==> src/rtl/fft_butterfly_unit.sv <==
// Pipelined radix-2 DIT butterfly for the in-place FFT core.
// Each valid sample pair x1, x2 with twiddle W produces (x1 + W*x2)/2 and
// (x1 - W*x2)/2. The pair's write-back addresses and a valid strobe are
// delivered with the results exactly mult_latency+1 cycles after i_valid.
module fft_butterfly_unit #(
  parameter int N             = 32,
  parameter int word_size     = 16,
  parameter int address_width = $clog2(N),
  parameter int mult_latency  = 3
) (
  input  logic                       clk,
  input  logic                       reset,
  input  logic                       i_valid,
  input  logic [address_width-1:0]   address1,
  input  logic [address_width-1:0]   address2,
  input  logic [2*word_size-1:0]     twiddle,
  input  logic [2*word_size-1:0]     sample1,
  input  logic [2*word_size-1:0]     sample2,
  output logic [2*word_size-1:0]     comp1,
  output logic [2*word_size-1:0]     comp2,
  output logic [address_width-1:0]   wr_address1,
  output logic [address_width-1:0]   wr_address2,
  output logic                       d_valid
);

  localparam int WS   = word_size;
  localparam int PW   = word_size + 1;      // scaled product width
  localparam int FW   = 2 * word_size + 1;  // full-precision product width
  localparam int SW   = word_size + 2;      // add/sub width
  localparam int LAST = mult_latency - 1;

  // Sign-extend one component to full product precision.
  function automatic logic signed [FW-1:0] sext_full(input logic signed [WS-1:0] v);
    return {{(FW - WS){v[WS-1]}}, v};
  endfunction

  // p*q +/- r*t at full precision, floor-shifted back to Q1 and kept at word_size+1 bits.
  function automatic logic signed [PW-1:0] mac_scale(
    input logic signed [WS-1:0] p,
    input logic signed [WS-1:0] q,
    input logic signed [WS-1:0] r,
    input logic signed [WS-1:0] t,
    input logic                 subtract
  );
    logic signed [FW-1:0] pq;
    logic signed [FW-1:0] rt;
    logic signed [FW-1:0] acc;
    pq = sext_full(p) * sext_full(q);
    rt = sext_full(r) * sext_full(t);
    if (subtract) begin
      acc = pq - rt;
    end else begin
      acc = pq + rt;
    end
    acc = acc >>> (WS - 1);
    return acc[PW-1:0];
  endfunction

  // (x +/- p) floor-halved and truncated to word_size bits; wraps rather than saturates.
  function automatic logic [WS-1:0] half_step(
    input logic signed [WS-1:0] x,
    input logic signed [PW-1:0] p,
    input logic                 subtract
  );
    logic signed [SW-1:0] xe;
    logic signed [SW-1:0] pe;
    logic signed [SW-1:0] r;
    xe = {{2{x[WS-1]}}, x};
    pe = {p[PW-1], p};
    if (subtract) begin
      r = xe - pe;
    end else begin
      r = xe + pe;
    end
    return r[WS:1];
  endfunction

  logic signed [WS-1:0] x2_re_s, x2_im_s, w_re_s, w_im_s;
  logic signed [PW-1:0] p_re_s, p_im_s;

  logic [address_width-1:0] addr1_in_r, addr2_in_r;
  logic [mult_latency-1:0]  vld_pipe_r;
  logic signed [PW-1:0]     p_re_pipe_r [mult_latency];
  logic signed [PW-1:0]     p_im_pipe_r [mult_latency];
  logic [2*WS-1:0]          x1_pipe_r   [mult_latency];
  logic [address_width-1:0] a1_pipe_r   [mult_latency];
  logic [address_width-1:0] a2_pipe_r   [mult_latency];

  assign x2_re_s = sample2[2*WS-1:WS];
  assign x2_im_s = sample2[WS-1:0];
  assign w_re_s  = twiddle[2*WS-1:WS];
  assign w_im_s  = twiddle[WS-1:0];

  // P = W*x2: Pr = a*c - b*d, Pi = a*d + b*c.
  assign p_re_s = mac_scale(x2_re_s, w_re_s, x2_im_s, w_im_s, 1'b1);
  assign p_im_s = mac_scale(x2_re_s, w_im_s, x2_im_s, w_re_s, 1'b0);

  // Addresses lead the samples by one cycle; this register brings them into step.
  always_ff @(posedge clk or negedge reset) begin
    if (!reset) begin
      addr1_in_r <= '0;
      addr2_in_r <= '0;
    end else begin
      addr1_in_r <= address1;
      addr2_in_r <= address2;
    end
  end

  // Multiply pipeline: product, x1, addresses and the slot valid bit advance together.
  always_ff @(posedge clk or negedge reset) begin
    if (!reset) begin
      vld_pipe_r <= '0;
      for (int i = 0; i < mult_latency; i++) begin
        p_re_pipe_r[i] <= '0;
        p_im_pipe_r[i] <= '0;
        x1_pipe_r[i]   <= '0;
        a1_pipe_r[i]   <= '0;
        a2_pipe_r[i]   <= '0;
      end
    end else begin
      vld_pipe_r[0]  <= i_valid;
      p_re_pipe_r[0] <= p_re_s;
      p_im_pipe_r[0] <= p_im_s;
      x1_pipe_r[0]   <= sample1;
      a1_pipe_r[0]   <= addr1_in_r;
      a2_pipe_r[0]   <= addr2_in_r;
      for (int i = 1; i < mult_latency; i++) begin
        vld_pipe_r[i]  <= vld_pipe_r[i-1];
        p_re_pipe_r[i] <= p_re_pipe_r[i-1];
        p_im_pipe_r[i] <= p_im_pipe_r[i-1];
        x1_pipe_r[i]   <= x1_pipe_r[i-1];
        a1_pipe_r[i]   <= a1_pipe_r[i-1];
        a2_pipe_r[i]   <= a2_pipe_r[i-1];
      end
    end
  end

  // Add/sub output stage: loads only for a valid slot, otherwise holds results.
  always_ff @(posedge clk or negedge reset) begin
    if (!reset) begin
      d_valid     <= 1'b0;
      comp1       <= '0;
      comp2       <= '0;
      wr_address1 <= '0;
      wr_address2 <= '0;
    end else begin
      d_valid <= vld_pipe_r[LAST];
      if (vld_pipe_r[LAST]) begin
        comp1 <= {half_step(x1_pipe_r[LAST][2*WS-1:WS], p_re_pipe_r[LAST], 1'b0),
                  half_step(x1_pipe_r[LAST][WS-1:0],    p_im_pipe_r[LAST], 1'b0)};
        comp2 <= {half_step(x1_pipe_r[LAST][2*WS-1:WS], p_re_pipe_r[LAST], 1'b1),
                  half_step(x1_pipe_r[LAST][WS-1:0],    p_im_pipe_r[LAST], 1'b1)};
        wr_address1 <= a1_pipe_r[LAST];
        wr_address2 <= a2_pipe_r[LAST];
      end else begin
        comp1       <= comp1;
        comp2       <= comp2;
        wr_address1 <= wr_address1;
        wr_address2 <= wr_address2;
      end
    end
  end

endmodule

==> config.mk <==
export PLATFORM = sky130hd
export DESIGN_NAME = fft_butterfly_unit
export DESIGN_NICKNAME = d
export VERILOG_FILES = /design/src/rtl/fft_butterfly_unit.sv
export SDC_FILE = /design/constraint.sdc
export NUM_CORES = 2
export LEC_CHECK = 0
export ABC_CLOCK_PERIOD_IN_PS = 7500
export CORE_UTILIZATION = 70
export CTS_CLUSTER_DIAMETER = 120
export CTS_CLUSTER_SIZE = 20
export DETAILED_ROUTE_END_ITERATION = 6
export GPL_ROUTABILITY_DRIVEN = 1
export PLACE_DENSITY = 0.95
export SLEW_MARGIN = 20
export SYNTH_ARGS = -nofsm -noshare
export SYNTH_HDL_FRONTEND = slang
export SYNTH_SLANG_ARGS = --single-unit
==> constraint.sdc <==
create_clock -name clk -period 7.5 [get_ports clk]
set_input_delay 0.75 -clock clk [delete_from_list [all_inputs] [get_ports clk]]
set_output_delay 0.75 -clock clk [all_outputs]
set_load 0.005 [all_outputs]
==> results of run 1 <==
[layer usage]
metal	GRT usage [%]	GRT overflow
met1	75.7	25
met2	88.4	135
met3	70.8	16
met4	74.6	87
met5	51.5	5
[Yosys cell counts (all sizes together), types with 13 or more instances]
| master | n |
|---|---|
| clkbuf | 222 |
| xor2 | 28 |
| dfrtp | 316 |
| inv | 1359 |
| nor2b | 13 |
| o21bai | 18 |
| o211ai | 14 |
| ha | 359 |
| nor2 | 120 |
| o21ai | 39 |
| or3 | 16 |
| a21oi | 76 |
| a211oi | 13 |
| and2 | 469 |
| mux2 | 32 |
| fa | 1152 |
| nand3 | 23 |
| nor3 | 28 |
| xnor2 | 97 |
| nand2 | 542 |
| nand2b | 26 |
[cells by family after synthesis]
| logic type | Yosys count | synth area share [%] |
|---|---|---|
| simple gates | 1273 | 12.4 |
| compound gates | 230 | 3.12 |
| fa+ha+maj | 1511 | 54.3 |
| xor+xnor | 125 | 2.16 |
| mux | 33 | 0.729 |
| buf+inv | 1586 | 11.7 |
| flops | 316 | 15.6 |
[through the flow]
| step | util (%) | setup WS, ns | setup TNS [ns] | hold slack [ns] |
|---|---|---|---|---|
| floorplan | - | 0.0181 | 0 | 0.331 |
| global placement | 79.3 | -0.578 | -12.23 | 0.331 |
| detailed placement | 79.3 | -1.10 | -23.62 | 0.335 |
| CTS | 82.2 | 0.000257 | 0 | 0.205 |
[what timing repair did]
action,CTS
gates resized for setup,263
setup endpoints to repair,28
pin swaps,92
hold endpoints to repair,0
cloned,10
buffers inserted,103
==> results.md, run 1 <==
* Ys flop type: dfrtp_1
* Outcome: stopped before the end
* Yosys reg bits at 316
* Post-synth top area cell: fa_1
* Mapped Nets at 6694
* Ys async rst share at 100%
* Largest net degree at the start of global routing at 167
* Tool error: [ERROR GRT-0232] Routing congestion too high. Check the congestion heatmap in the GUI.
* Placement Rows at 98
* DP Wirelength at 122 mm
* TritonCTS Sinks at 316
* Crit. endpoint post-GRT repair: p_im_pipe_r[48]$_DFF_PN0_/D
* Die X-Extent at 271 um
* Post-Synthesis Cells at 5074
* H-Tree Depth at 1
* Die Y at 271 um
* Top cells by area, synth: fa_1 (45%), dfrtp_1 (16%), inv_1 (10%)
* Number of buffers created by CTS at 20
* Root Driver: clkbuf_16
* Synthesized area per cell at 10.0 um2
* Post-CTS Hold Buffers at 0
* Top-Level Pins at 184
* # port buffers at 183
* GRT Total Usage at 77.5%
* Clk buf depth at 3
* Count of different cell masters after synthesis at 70
* Worst EP kind: register data pin
* Cell area after synthesis at 50800 um2
* Placed Cells incl. Taps at 6383
* Top cell type's share of synthesized area at 45.4%
* Stage reached: 5_1_grt
* GPL Wtd Cong at 0.965
* Post-synth EDFFs at 0
* GR Overflow Total at 268
* Seq/Total Area, Yosys at 15.6%
* Post-DP Area at 56800 um2
* YS warnings at 0
* Initial Utilization at 70.9%
==> inputs of run 2 (changes only) <==
- CORE_UTILIZATION: 70 -> 40
- CTS_CLUSTER_DIAMETER: 120 -> default
- CTS_CLUSTER_SIZE: 20 -> default
- PLACE_DENSITY: 0.95 -> default
- PLACE_DENSITY_LB_ADDON: default -> 0.15
==> run 2 against run 1 <==
- the flow now finishes without violations
- synthesized cell count stayed put
- area after synthesis stayed put
==> results.md, run 2 <==
* Outcome: complete, no violations
* Met1 wire length at 62.7 mm
* YS warnings at 0 (unchanged)
* Top sig layer: met5
* Actual slew at the worst max-slew pin at 0.811 ns
* Fin crit share at 97.2%
* Clock Latency Late Sink at 0.56 ns
* Ys flop type: dfrtp_1
* Ys async rst share at 100% (unchanged)
* Worst EP arrival at 7.73 ns
* Top cell type's share of synthesized area at 45.4% (unchanged)
* Critical Path RT at 7.94 ns
* H-Tree Depth at 2 (+1)
* Mapped Nets at 6694 (unchanged)
* Final Hold Viols at 0
* Seq/Total Area, Yosys at 15.6% (unchanged)
* Total of max-cap violations at 0
* Top-Level Pins at 184 (unchanged)
* Number of buffers created by CTS at 34 (+70%)
* Layout Nets at 7234
* GR Overflow Total at 0
* Post-DR vias/cell at 4.71
* DRC at 0
* Drt first pass iters at 6
* Initial Utilization at 40.4% (-31 points)
* First-pass GRT wire length at 213 mm
* Routed vias at 34307
* Post-synth EDFFs at 0 (unchanged)
* Drt total wl at 137 mm
* Post-Synthesis Cells at 5074 (unchanged)
* Root Driver: clkbuf_16
* Reg clk slew, reported paths at 0.06 ns
* Flip-flop and latch area at 7910 um2
* Clk_skew at 0.0406 ns
* Top reg by flops: x1_pipe_r
* Largest net degree at the start of global routing at 152
* Total core area at 126000 um2
* Initial antenna violation count at 9
* CTS tree: done
* CP Max Fanout at 14
* Placement Rows at 130 (+33%)
* Most common cell after layout, fill and taps aside: inv_1
* Commonest non-fill, non-tap cells in the layout: inv_1 (1325), fa_1 (1124), nand2_1 (530), and2_1 (451), buf_4 (403)
* Synthesized area per cell at 10.0 um2 (unchanged)
* Slew HR at 45.9%
* Wire length on met3 at 7.39 mm
* CP max stage delay at 0.56 ns
* GPL Wtd Cong at 0.877 (-9.1%)
* CP Capture Type: flop
* Endpoints failing setup at 0
* DRT iter0 DRCs at 2125
* Cell area after synthesis at 50800 um2 (unchanged)
* Critical path type: input port to flop
* Die X-Extent at 358 um (+32%)
* Post-route ant nets at 0
* Layout cells sized above 1 at 14.4%
* Max FFs per register at 96
* Top cells by count, synth: inv_1 (1358), fa_1 (1152), nand2_1 (542), and2_1 (469), ha_1 (359)
* Clk buf depth at 3 (unchanged)
* WL met2 at 64.3 mm
* # port buffers at 183 (unchanged)
* FMAX at 137 MHz
* TritonCTS Sinks at 316 (unchanged)
* Final Critical Period at 7.29 ns
* Post-synth top area cell: fa_1
* Max-slew violations at 0
* Die Y at 358 um (+32%)
* Worst min-delay path category: input port to asynchronous set/reset pin
* Area grow syn2layout at 20.6%
* Area of the multi-input gates at 37300 um2
* Vias in the first global route at 36998
* DP Wirelength at 110 mm (-9.8%)
* Yosys reg bits at 316 (unchanged)
* Setup Total Neg Slack at 0 ns
* Top cells by area, synth: fa_1 (45%), dfrtp_1 (16%), inv_1 (10%)
* Count of different cell masters after synthesis at 70 (unchanged)
* Full die area at 128000 um2
* Filler cells at 11845
* CP max-delay cell: fa_1
* DR WL/cell at 18.8 um
* GRT Total Usage at 21.9%
* Most numerous cell in the Yosys netlist: inv_1
* Top Registers: x1_pipe_r (96), p_im_pipe_r (51), p_re_pipe_r (51)
* Most frequent CP cell: fa_1
* Setup crit start kind: input port
-- run 2: worst paths after layout --
path / startpoint / end / slack, ns / depth (start not counted)
worst max-delay path: sample2[5] / p_im_pipe_r[49] / 0.21 / 25
worst min-delay path: reset / comp1[5] / 0.18 / 1
worst max register to register: p_re_pipe_r[1] / comp1[31] / 4.70 / 11
worst min register to register: p_im_pipe_r[46] / p_im_pipe_r[29] / 0.32 / 0
max in group asynchronous: reset / p_re_pipe_r[42] / 6.09 / 2
min in group clk: p_im_pipe_r[46] / p_im_pipe_r[29] / 0.32 / 0
-- run 2: cell type report --
type / count / area share (%)
antenna: 2 / 0.00817
clock buffer: 45 / 1.62
multi-input combinational: 3172 / 60.8
clock inverter: 15 / 0.288
timing repair buffer: 730 / 12.6
inverter: 1360 / 8.35
tap: 1650 / 3.37
sequential: 316 / 12.9
-- run 2: per-stage QoR --
stage	instances	cell area, um2	hold slack (ns)	setup slack (ns)	utilization, %
after floorplan	5074	50800	0.331	0.0181	-
after global placement	7128	58100	0.332	-0.646	46.2
after detailed placement	7128	58100	0.335	-0.764	46.2
after CTS	7241	60100	0.185	0.000104	47.8
after global routing	7289	61200	0.228	-0.0279	48.7
final	7290	61200	0.184	0.208	48.7
-- run 2: layer usage --
layer | up-vias | track usage, %
met1 | 17788 | 31.9
met5 | - | 0
met2 | 779 | 35.6
met4 | 2 | 4.54
met3 | 95 | 2.09
li1 | 15643 | -
-- run 2: cell families (layout without fill, tap and decap cells) --
kind of cell | after synthesis | after routing | synth area share, %
buf+inv | 1586 | 2150 | 11.7
other cells | 0 | 2 | 0
fa+ha+maj | 1511 | 1511 | 54.3
simple gates | 1273 | 1273 | 12.4
mux | 33 | 33 | 0.729
compound gates | 230 | 230 | 3.12
flops | 316 | 316 | 15.6
xor+xnor | 125 | 125 | 2.16
-- run 2: critical path: cells and delay by family --
| kind | cells | cell delay, ns |
|---|---|---|
| adder cells (fa/ha/maj) | 9 | 4.46 |
| XOR/XNOR | 1 | 0.16 |
| AND/OR/NAND/NOR | 3 | 0.69 |
| AO/OA/AOI/OAI | 6 | 0.95 |
| buffers and inverters | 6 | 0.69 |
-- run 2: timing repair --
item                                    in CTS  in global routing
hold endpoints to repair                     0                  0
gates resized for setup                     81                271
endpoints found under the setup margin      15                 24
pin swaps                                   26                143
gates cloned                                 9                 15
hold buffers                                 0                  0
buffers inserted                            44                 36
Power of run 2 is left out: the tool's default activity adds up to more than one toggle a clock period on the data nets, which glitch-free logic cannot reach.
